==> src/rtl/odd_even_sorter.sv <==
// Odd-even transposition sorter: one compare-exchange phase per clock, with
// early exit once two consecutive phases leave the array untouched.
module odd_even_sorter #(
  parameter int DATA_W = 32,
  parameter int DEPTH  = 8,
  parameter int SIGNED = 0
) (
  input  logic                          clk,
  input  logic                          rst,
  input  logic                          start,
  input  logic                          descend,
  input  logic [DEPTH*DATA_W-1:0]       data_in,
  output logic [DEPTH*DATA_W-1:0]       data_out,
  output logic                          busy,
  output logic                          done,
  output logic [$clog2(DEPTH+1)-1:0]    passes
);

  localparam int PW = $clog2(DEPTH+1);

  typedef enum logic [1:0] {IDLE, SORT, DONE} state_t;

  state_t            state, state_nxt;
  logic [DATA_W-1:0] arr     [DEPTH];
  logic [DATA_W-1:0] arr_nxt [DEPTH];
  logic              desc_q;
  logic              odd_q;
  logic              prev_swap;
  logic [PW-1:0]     phase_cnt;
  logic [PW-1:0]     phase_nxt;
  logic              any_swap;
  logic              finish;

  function automatic logic gt(input logic [DATA_W-1:0] a, input logic [DATA_W-1:0] b);
    if (SIGNED != 0) return $signed(a) > $signed(b);
    else             return a > b;
  endfunction

  // Pairs of one parity never overlap, so every swap reads the pre-phase array.
  always_comb begin
    arr_nxt  = arr;
    any_swap = 1'b0;
    for (int k = 0; k < DEPTH-1; k++) begin
      if ((k % 2) == (odd_q ? 1 : 0)) begin
        if (desc_q ? gt(arr[k+1], arr[k]) : gt(arr[k], arr[k+1])) begin
          arr_nxt[k]   = arr[k+1];
          arr_nxt[k+1] = arr[k];
          any_swap     = 1'b1;
        end
      end
    end
    phase_nxt = phase_cnt + PW'(1);
    finish    = (!any_swap && !prev_swap) || (phase_nxt == PW'(DEPTH));
  end

  always_comb begin
    state_nxt = state;
    case (state)
      IDLE:    if (start) state_nxt = SORT;
      SORT:    if (finish) state_nxt = DONE;
      DONE:    state_nxt = IDLE;
      default: state_nxt = IDLE;
    endcase
  end

  assign busy = (state == SORT);
  assign done = (state == DONE);

  always_ff @(posedge clk) begin
    if (rst) state <= IDLE;
    else     state <= state_nxt;
  end

  always_ff @(posedge clk) begin
    if (rst) begin
      for (int k = 0; k < DEPTH; k++) arr[k] <= '0;
      desc_q    <= 1'b0;
      odd_q     <= 1'b0;
      prev_swap <= 1'b0;
      phase_cnt <= '0;
      data_out  <= '0;
      passes    <= '0;
    end else begin
      case (state)
        IDLE: begin
          if (start) begin
            for (int k = 0; k < DEPTH; k++) arr[k] <= data_in[k*DATA_W +: DATA_W];
            desc_q    <= descend;
            phase_cnt <= '0;
            odd_q     <= 1'b0;
            // No phase precedes the first, so treat it as having swapped.
            prev_swap <= 1'b1;
          end
        end
        SORT: begin
          for (int k = 0; k < DEPTH; k++) arr[k] <= arr_nxt[k];
          phase_cnt <= phase_nxt;
          odd_q     <= ~odd_q;
          prev_swap <= any_swap;
          if (finish) begin
            for (int k = 0; k < DEPTH; k++) data_out[k*DATA_W +: DATA_W] <= arr_nxt[k];
            passes <= phase_nxt;
          end
        end
        default: ;
      endcase
    end
  end

endmodule

==> config.mk <==
export PLATFORM = sky130hd
export DESIGN_NAME = odd_even_sorter
export DESIGN_NICKNAME = d
export VERILOG_FILES = /design/src/rtl/odd_even_sorter.sv
export SDC_FILE = /design/constraint.sdc
export NUM_CORES = 2
export LEC_CHECK = 0
export CELL_PAD_IN_SITES_DETAIL_PLACEMENT = 1
export CELL_PAD_IN_SITES_GLOBAL_PLACEMENT = 2
export CORE_MARGIN = 2
export CORE_UTILIZATION = 29
export DETAILED_ROUTE_END_ITERATION = 8
export PLACE_DENSITY_LB_ADDON = 0.1
export SLEW_MARGIN = 20
export SYNTH_ARGS = -nofsm -noshare
export SYNTH_HDL_FRONTEND = slang
export SYNTH_SLANG_ARGS = --single-unit
==> constraint.sdc <==
create_clock -name clk -period 3.1 [get_ports clk]
set_input_delay 0.62 -clock clk [delete_from_list [all_inputs] [get_ports clk]]
set_output_delay 0.62 -clock clk [all_outputs]
set_load 0.02 [all_outputs]
==> metrics.yaml <==
final-setup-viol-count: 504
post-layout-total-power_mw: 58.6
dominantRegCellSynth: "dfxtp_1"
cts-htree-levels: 3
cts_max_path_buffers: 3
cp_num_buf_inv: 5
numPlacedInstances: 6726
rsz_0062_raised_after_global_routing: "true"
hold_viol: 0
timing.max_slew.rel_slack: 0.471
first_global_vias: 39205
routed-via-count: 39916
cts_tree: "done"
slew_viol_final: 0
port-buffer-count: 521
synth_enable_flop_cells: 0
cts-buffers-inserted: 71
grt_remaining_overflow: 0
path_depth: 15
ant_nets: 0
timing.max_cap.violations: 0
crit_path_max_incr_delay_ps: 510
min-delay-path-class: "input port to register"
path_cells: "inv_1 > ha_1 > nand4_1 > nor2_1 > a221oi_2 > a31oi_2 > buf_4 > o21ai_1 > or4b_4 > and4_4 > buf_4 > a41o_4 > buf_12 > buf_12 > mux2i_1"
dp.final_hpwl_um: 145000
row_count: 124
cp-end-kind: "register"
synthTopCellsByArea: "dfxtp_1 31%, mux2i_1 9.6%, nand2_1 8.5%, ha_1 8.4%, a21oi_1 5.7%"
outcome: "finished, violations left"
antenna-diode-count: 0
cts.hold.buffers_added: 0
postLayoutCoreUtil: 0.497
grt_antenna_before_repair: 2
mappedNetlistArea_um2: 33500
detail_route.first_pass.iterations: 5
power.static_leakage_nw: 23.1
num-nets-final: 6007
ys_seq_area_frac: 0.314
synth_nets: 4657
cts_sinks: 525
grt_pass1_wl_um: 274000
worst-path-max-fanout: 18
ir_worst_vdd_uv: 465
timing.reg2reg.setup_slack_ps: -590
yosysWarningCount: 0
initial_utilization: 0.293
die_height_um: 344
avgRoutedWirePerCell_um: 28.8
core_um2: 114000
synthesis.area_per_instance_um2: 8.02
crit_path_start: "arr[137]$_SDFFE_PP0P_"
tightest_slew_ps: 793
hold_depth: 2
critical_path_class: "register to register"
avgViaCountPerCell: 5.63
critical_path.top_delay_family: "simple AND/OR/NAND/NOR gates"
die_x_um: 344
cts.reportedPaths.clkPinSlew_ps: 60
synth_top_area_share: 0.314
maxClockFrequency_mhz: 271
synth_top_area_cell: "dfxtp_1"
ff2ff_path_depth: 15
final.setup.worst_slack_ps: -590
gp_congestion: 0.940
gr_usage_total: 0.316
clkLatencyLatePin_ps: 680
worst_ep_arrival_time_ps: 4180
endpoint: "data_out[211]$_SDFFE_PP0P_"
period_needed_ps: 3690
post-route-period-util: 1.19
route.final.wire_length_um: 205000
netlist-cell-type-count: 59
detail_route.iter0.violations: 2916
finalClockSkew_ps: 38.8
netlist_instances: 4172
dieArea_um2: 118000
boundaryPins: 522
detail_route.drc_violations: 0
synth.ff_latch_count: 525
syn2layout_area_growth_pct: 69.7
worst-endpoint-required_ps: 3590
startpoint_type: "register"
asyncSetResetFlopFracSynth: 0
grt_max_degree: 106
finish.cell_count_without_fillers: 7090
drive_gt1_frac: 0.352
r2r-start: "arr[137]$_SDFFE_PP0P_"
crit_path_top_delay_cell: "or4b_4"
power.density_cell_area_nw_per_um2: 1030
worstReg2RegEnd: "data_out[211]$_SDFFE_PP0P_"
clock_tree.root_cell: "clkbuf_16"
violations: "setup timing"
==> metrics by stage <==
stage          area (um^2)  setup slack [ps]  hold WS (ps)  TNS, ps
2_1_floorplan        33500             -8.16           436    -82.7
3_3_place_gp         46500              -715           443  -232590
3_5_place_dp         46500              -747           446  -242920
4_1_cts              51300              -632           320  -205500
5_1_grt              56800              -725           339  -251100
6_report             56800              -590           354  -183480
==> where the power goes <==
group / switching (mW) / internal [mW] / total (mW)
sequential: 1.21 / 8.00 / 9.20
combinational: 21.1 / 18.8 / 39.9
clock: 3.66 / 5.83 / 9.49
total: 26.0 / 32.7 / 58.6
==> worst min-delay path by stage <==
stage	start	endpoint	slack (ps)
global route	rst	arr[197]$_SDFFE_PP0P_	340
detailed placement	data_out[106]$_SDFFE_PP0P_	data_out[106]$_SDFFE_PP0P_	450
floorplan	arr[10]$_SDFFE_PP0P_	arr[10]$_SDFFE_PP0P_	440
global placement	data_out[158]$_SDFFE_PP0P_	data_out[158]$_SDFFE_PP0P_	440
CTS	rst	arr[175]$_SDFFE_PP0P_	320
finish	rst	arr[207]$_SDFFE_PP0P_	350
==> final cells by class <==
type,count,area [um^2]
repair buffers,1620,16200
clock inverters,28,457
fillers,12928,57500
well taps,1512,1890
clock buffers,101,2150
inverters,235,923
flip-flops and latches,525,10800
multi-input cells,3069,24400
==> synth_stat cells (51+ instances only) <==
cell type  count
a211o_1       78
a211oi_1      78
a21o_1        54
a21oi_1      384
a22oi_1      177
a311o_1      137
clkbuf_1     272
dfxtp_1      525
ha_1         225
inv_1        234
mux2i_1      321
nand2_1      758
nand3_1      130
nand4_1       51
nor2_1       209
o21ai_0       63
==> placed cells by master, fill, tap and decap left out, types with 46 or more instances in the layout <==
cell,instances
buf_4,804
nand2_1,725
clkdlybuf4s50_1,520
dfxtp_1,404
mux2i_1,290
a21oi_1,250
inv_1,188
a22oi_1,168
nor2_1,159
ha_1,146
a311o_1,137
a21oi_2,122
nand3_1,109
buf_6,108
clkbuf_16,101
buf_12,99
ha_4,79
dfxtp_2,75
a211o_1,71
nand4_1,51
a21o_1,50
o21ai_0,46
dfxtp_4,46
buf_8,46
==> registers in the layout, indices dropped and copies added, names as in the netlist <==
| register | count |
|---|---|
| arr | 256 |
| data_out | 256 |
| desc_q | 1 |
| odd_q | 1 |
| passes | 4 |
| phase_cnt | 4 |
| prev_swap | 1 |
| state | 2 |
==> worst reg2reg max path, cell delays in order (launching register included) <==
cell	delay [ps]
dfxtp_2	430
inv_1	70
ha_1	310
nand4_1	170
nor2_1	80
a221oi_2	390
a31oi_2	160
buf_4	160
o21ai_1	110
or4b_4	510
and4_4	200
buf_4	130
a41o_4	310
buf_12	180
buf_12	190
mux2i_1	130
==> cell families (layout without fill, tap and decap cells) <==
group / Yosys count / count (layout) / synth area share
mux: 364 / 364 / 0.110
xor+xnor: 2 / 2 / 0.000523
compound gates: 1258 / 1258 / 0.269
flops: 525 / 525 / 0.314
fa+ha+maj: 225 / 225 / 0.0841
simple gates: 1219 / 1220 / 0.151
buf+inv: 579 / 1984 / 0.0713
==> repair_timing <==
item	CTS	global route
setup buffers	58	163
setup endpoints to repair	519	519
gates resized for setup	274	915
pin swaps	123	395
cloned	24	36
==> layer usage <==
metal / vias to the layer above / track usage / routed length (um)
li1: 17947 / - / -
met1: 20009 / 0.386 / 82600
met2: 1507 / 0.534 / 96400
met3: 449 / 0.0429 / 11400
met4: 4 / 0.175 / 14000
met5: - / 0 / 23
Power figures use the tool's default switching activity.
